**src/rtl/adder_pkg.sv**
```systemverilog
// adder_pkg: shared defaults and legal parameter ranges for the pipelined adder
package adder_pkg;
  localparam int DATA_W_DEF = 64;
  localparam int STAGES_DEF = 2;
  localparam int DATA_W_MIN = 8;
  localparam int DATA_W_MAX = 128;
  localparam int STAGES_MIN = 1;
  localparam int STAGES_MAX = 4;
endpackage

```
**src/rtl/adder_slice.sv**
```systemverilog
// adder_slice: W-bit combinational ripple slice with carry in and carry out
module adder_slice #(
  parameter int W = 32
) (
  input  logic [W-1:0] i_a,
  input  logic [W-1:0] i_b,
  input  logic         i_cin,
  output logic [W-1:0] o_sum,
  output logic         o_cout
);
  assign {o_cout, o_sum} = {1'b0, i_a} + {1'b0, i_b} + {{W{1'b0}}, i_cin};
endmodule

```
**src/rtl/adder_pipe.sv**
```systemverilog
// adder_pipe: valid/ready add/subtract pipeline, one W_S-bit carry slice per stage
module adder_pipe
  import adder_pkg::*;
#(
  parameter int DATA_W = DATA_W_DEF,
  parameter int STAGES = STAGES_DEF
) (
  input  logic              i_clk,
  input  logic              i_rst,
  input  logic              i_valid,
  output logic              o_ready,
  input  logic [DATA_W-1:0] i_data_a,
  input  logic [DATA_W-1:0] i_data_b,
  input  logic              i_sub,
  output logic              o_valid,
  input  logic              i_ready,
  output logic [DATA_W-1:0] o_sum,
  output logic              o_carry,
  output logic              o_overflow
);
  localparam int W_S = DATA_W / STAGES;

  if (DATA_W < DATA_W_MIN || DATA_W > DATA_W_MAX || STAGES < STAGES_MIN ||
      STAGES > STAGES_MAX || (DATA_W % STAGES) != 0) begin : g_bad_param
    $error("adder_pipe: illegal DATA_W/STAGES combination");
  end

  logic w_en;
  assign w_en    = !o_valid || i_ready;
  assign o_ready = w_en;

  genvar k;
  for (k = 0; k < STAGES; k++) begin : g_st
    localparam int LO = k * W_S;
    logic [DATA_W-1:LO]   w_a;
    logic [DATA_W-1:LO]   w_b;
    logic [W_S-1:0]       w_slice;
    logic [LO+W_S-1:0]    w_s;
    logic                 w_cin;
    logic                 w_vin;
    logic                 w_cout;
    logic                 r_vld;
    logic                 r_c;
    logic [LO+W_S-1:0]    r_s;
    if (k == 0) begin : g_in
      assign w_a   = i_data_a;
      assign w_b   = i_sub ? ~i_data_b : i_data_b;
      assign w_cin = i_sub;
      assign w_vin = i_valid;
      assign w_s   = w_slice;
    end else begin : g_mid
      assign w_a   = g_st[k-1].g_fwd.r_a;
      assign w_b   = g_st[k-1].g_fwd.r_b;
      assign w_cin = g_st[k-1].r_c;
      assign w_vin = g_st[k-1].r_vld;
      assign w_s   = {w_slice, g_st[k-1].r_s};
    end
    adder_slice #(.W(W_S)) u_slice (
      .i_a   (w_a[LO +: W_S]),
      .i_b   (w_b[LO +: W_S]),
      .i_cin (w_cin),
      .o_sum (w_slice),
      .o_cout(w_cout)
    );
    // Data only loads on valid beats so bubbles leave outputs untouched after reset
    always_ff @(posedge i_clk or posedge i_rst) begin
      if (i_rst) begin
        r_vld <= 1'b0;
        r_c   <= 1'b0;
        r_s   <= '0;
      end else if (w_en) begin
        r_vld <= w_vin;
        if (w_vin) begin
          r_c <= w_cout;
          r_s <= w_s;
        end
      end
    end
    if (k < STAGES - 1) begin : g_fwd
      logic [DATA_W-1:LO+W_S] r_a;
      logic [DATA_W-1:LO+W_S] r_b;
      always_ff @(posedge i_clk or posedge i_rst) begin
        if (i_rst) begin
          r_a <= '0;
          r_b <= '0;
        end else if (w_en && w_vin) begin
          r_a <= w_a[DATA_W-1:LO+W_S];
          r_b <= w_b[DATA_W-1:LO+W_S];
        end
      end
    end else begin : g_last
      logic r_ovf;
      always_ff @(posedge i_clk or posedge i_rst) begin
        if (i_rst) r_ovf <= 1'b0;
        else if (w_en && w_vin)
          r_ovf <= (w_a[DATA_W-1] == w_b[DATA_W-1]) && (w_slice[W_S-1] != w_a[DATA_W-1]);
      end
    end
  end

  assign o_valid    = g_st[STAGES-1].r_vld;
  assign o_sum      = g_st[STAGES-1].r_s;
  assign o_carry    = g_st[STAGES-1].r_c;
  assign o_overflow = g_st[STAGES-1].g_last.r_ovf;
endmodule

```
**config.mk**
```make
export PLATFORM = sky130hd
export DESIGN_NAME = adder_pipe
export DESIGN_NICKNAME = d
export VERILOG_FILES = /design/src/rtl/adder_pkg.sv /design/src/rtl/adder_slice.sv /design/src/rtl/adder_pipe.sv
export SDC_FILE = /design/constraint.sdc
export NUM_CORES = 1
export LEC_CHECK = 0
export ABC_AREA = 1
export BUFFER_PORTS_ARGS = -buffer_cell sky130_fd_sc_hd__buf_4
export CAP_MARGIN = 40
export CORE_UTILIZATION = 40
export CTS_CLUSTER_SIZE = 24
export DETAILED_ROUTE_END_ITERATION = 10
export PLACE_DENSITY = 0.7
export SETUP_SLACK_MARGIN = 0.4
export SLEW_MARGIN = 0
export SYNTH_ARGS = -nofsm -noshare
export SYNTH_HDL_FRONTEND = slang
export SYNTH_SLANG_ARGS = --single-unit
export TNS_END_PERCENT = 1
```
**constraint.sdc**
```tcl
create_clock -name i_clk -period 14.1 [get_ports i_clk]
set_input_delay 2.82 -clock i_clk [delete_from_list [all_inputs] [get_ports i_clk]]
set_output_delay 2.82 -clock i_clk [all_outputs]
set_load 0.01 [all_outputs]
```
==> summary.md <==
| Metric | Value |
|---|---|
| ANT cells | 0 |
| Comb pwr share | 0.408 |
| Antenna Nets Post-Route | 0 |
| CP Class | input pin to primary output |
| Worst VDD drop | a little over 0.08 mV |
| Synth-to-layout area growth | 22.2% |
| Util after Layout | 0.500 |
| Pwr dens | roughly 150 mW/mm² |
| CTS tree | done |
| Post-CTS Setup Bufs | 0 |
| Worst hold path type | register to register |
| Adder-Cell Fraction of Synth Area | 0.0759 |
| Largest family of logic cells by synthesized area | simple AND/OR/NAND/NOR gates |
| Routed vias | between 10000 and 15000 |
| Core area | 0.0270 mm² |
| P_int | approximately 1.2 mW |
| WP data required | 11.28 ns |
| DP HPWL | roughly 24000 µm |
| Worst setup margin | slightly below 8 ns |
| Number of enable flip-flop cells after synthesis | 0 |
| Initial antenna violation count | 1 |
| Crit-path max cell delay | 0.16 ns |
| Number of clock sinks | 165 |
| Post-synthesis sequential area ratio | 0.375 |
| Switch share | 0.393 |
| Hold buffer count at cts | 0 |
| Xor and xnor area share after synthesis | 0.0652 |
| Cells after DPL | 2070 |
| Crit Path Max Fanout | 4 |
| Simple-gate area share of the yosys netlist | 0.312 |
| GRT overflow | 0 |
| CP cell instances | buf_4 -> nor2_1 -> inv_1 -> buf_4 |
| Cts bufs inserted | 17 |
| DR iter-0 viols | 604 |
| F_max | 162 MHz |
| Pin count of the biggest net entering global routing | 85 |
| Worst flop-to-flop path startpoint | g_st[0].r_c$_DFFE_PP0P_ |
| Post-route cell area | 0.0135 mm² |
| Seq cells post-synth | 165 |
| Yosys warns | 0 |
| Cells after Synth | between 1500 and 2000 |
| Post-layout nets | just under 2000 |
| Final std cells w/o fill | 2101 |
| Worst Setup End Kind | primary output |
| Top cell type's share of synthesized area | 0.375 |
| PortBufs | 200 |
| Final hold viol count | 0 |
| Ys flop type | dfrtp_1 |
| Lkg Pwr | 7.21 nW |
| Setup Skew | approximately 0.012 ns |
| Crit start category | input pin |
| Die height | 168 µm |
| Worst-path cell with the longest stage delay | nor2_1 |
| Seq pwr share | 0.349 |
| Clock power share | 0.243 |
| Synth Area per Inst | 7.05 µm² |
| Routed WL per cell | ~15 µm |
| Tcrit/Tclk final | 0.439 |
| CP Data Arrival Time | 3.37 ns |
| Cell with the most instances after synthesis | nand2_1 |
| CTS max path bufs | 2 |
| Worst Tran Pin Value | 0.691 ns |
| Critical path endpoint | o_ready |
| Reg2reg setup slack | ~11 ns |
| Final setup fails | 0 |
| Status | complete, no violations |
| Die width | 168 µm |
| Mapped Nets | 1760 |
| Die area | 0.0282 mm² |
| Fin Setup TNS | 0 ns |
| Top cells by count, synth | nand2_1, dfrtp_1, inv_1 |
| Cells taking the most area after synthesis | dfrtp_1, nand2_1, ha_1 |
| RSZ-0062 raised after global routing | false |
| DRC Markers | 0 |
| Pwr Total | 2.01 mW |
| Async SR Flop Fraction | 1.00 |
| Pre-CTS setup slack | 7.91 ns |
| Synth Area in Compound Gates | 0.0958 |
| Max-cap viol count | 0 |
| Layout cell share with drive strength beyond 1 | 0.164 |
| Normalized max-slew margin | 0.539 |
| Most used cell, CP | buf_4 |
| Min cycle time layout | 6.19 ns |
| R2r endpoint | o_sum[60]$_DFFE_PP0P_ |
| Ports | 201 |
| Yosys top cell by area | dfrtp_1 |
| Starting density of the core | 0.409 |
| Reg clk slew, reported paths | 0.07 ns |
| Vias in the first global route | 10277 |
| Mux contribution to synthesized area | 0 |
| Reg2Reg Depth | 10 |
| Critical path origin | i_ready |
| Row count | 60 |
| Cell variety after synth | 36 |
| Final-report max-slew violation count | 0 |
| GR Util All Layers | 0.229 |
| First-pass GRT wire length | roughly 51000 µm |
| Root Driver | clkbuf_16 |
| Post_cts resized | 0 |
| Avg Vias per Cell | 4.93 |
| Post-Syn Area | 0.0110 mm² |
| Net Sw Power | 0.790 mW |
| Worst hold margin | 0.473 ns |
| Routability Congestion | 0.916 |
| Placement Cell Area | 0.0129 mm² |
| H-tree depth | 4 |
| Final WL | approximately 31000 µm |
| Clock Latency Late Sink | roughly 0.44 ns |
| Drt pass-1 iters | 5 |
[final cells by class]
type | instances | area, µm²
clock inverter | 14 | 175
multi-input combinational | 1184 | 6060
tap | 341 | 427
inverter | 172 | 651
sequential | 165 | 4130
fill | 2717 | 13500
clock buffer | 17 | 425
timing repair buffer | 208 | 1600
[cell usage in the layout, fill, tap and decap left out, types with 18 or more instances in the layout]
cell type | synthesis | routed
buf_4 | 0 | 206
xnor2_1 | 51 | 51
a21oi_1 | 67 | 67
nand3_1 | 82 | 82
ha_1 | 62 | 62
dfrtp_1 | 165 | 165
nor2_1 | 94 | 93
nand2_1 | 595 | 594
inv_1 | 164 | 162
o21ai_0 | 98 | 98
xor2_1 | 31 | 31
nand2_2 | 18 | 18
[layer usage]
layer | wire length [µm] | share of wire | global-route usage | up-vias
met5 | 13 | 0.00042 | 0 | -
met4 | 828 | 0.027 | 0.0830 | 2
met3 | 1280 | 0.041 | 0.0299 | 57
met2 | 15300 | 0.49 | 0.407 | 271
met1 | 13600 | 0.44 | 0.283 | 4727
li1 | - | - | - | 5306
[worst min-delay path by stage]
| stage | startpoint | to | cells after the start |
|---|---|---|---|
| floorplan | g_st[0].r_vld$_DFFE_PP0N_ | o_valid$_DFFE_PP0N_ | 2 |
| global route | g_st[0].r_s[26]$_DFFE_PP0P_ | o_sum[26]$_DFFE_PP0P_ | 2 |
| global placement | g_st[0].r_vld$_DFFE_PP0N_ | o_valid$_DFFE_PP0N_ | 2 |
| finish | g_st[0].r_s[23]$_DFFE_PP0P_ | o_sum[23]$_DFFE_PP0P_ | 2 |
| CTS | o_sum[32]$_DFFE_PP0P_ | o_sum[32]$_DFFE_PP0P_ | 2 |
| detailed placement | o_sum[32]$_DFFE_PP0P_ | o_sum[32]$_DFFE_PP0P_ | 2 |
[state kept, by name, indices dropped and copies added (netlist names)]
signal,count
g_st.r_vld,1
g_st.g_fwd.r_a,32
o_carry,1
o_overflow,1
o_valid,1
g_st.r_s,32
g_st.g_fwd.r_b,32
o_sum,64
g_st.r_c,1
[power groups by stage]
| stage | clock network, mW | logic [mW] | registers (mW) |
|---|---|---|---|
| detailed placement | 0 | 0.824 | 0.709 |
| finish | 0.488 | 0.819 | 0.702 |
| global route | 0.515 | 0.922 | 0.719 |
| floorplan | 0 | 0.475 | 0.722 |
| CTS | 0.497 | 0.828 | 0.702 |
| global placement | 0 | 0.809 | 0.707 |
[cells by family after synthesis]
| logic type | after synthesis |
|---|---|
| buffers and inverters | 213 |
| and+or+nand+nor | 837 |
| DFF | 165 |
| adders and majority gates | 65 |
| AOI/OAI and AO/OA | 200 |
| xor gates and xnor gates | 82 |
[critical path, delay by kind of cell]
| kind | cells | cell delay, ns |
|---|---|---|
| AND/OR/NAND/NOR | 1 | 0.16 |
| buffers and inverters | 3 | 0.40 |
(Power assumes the default switching activity.)
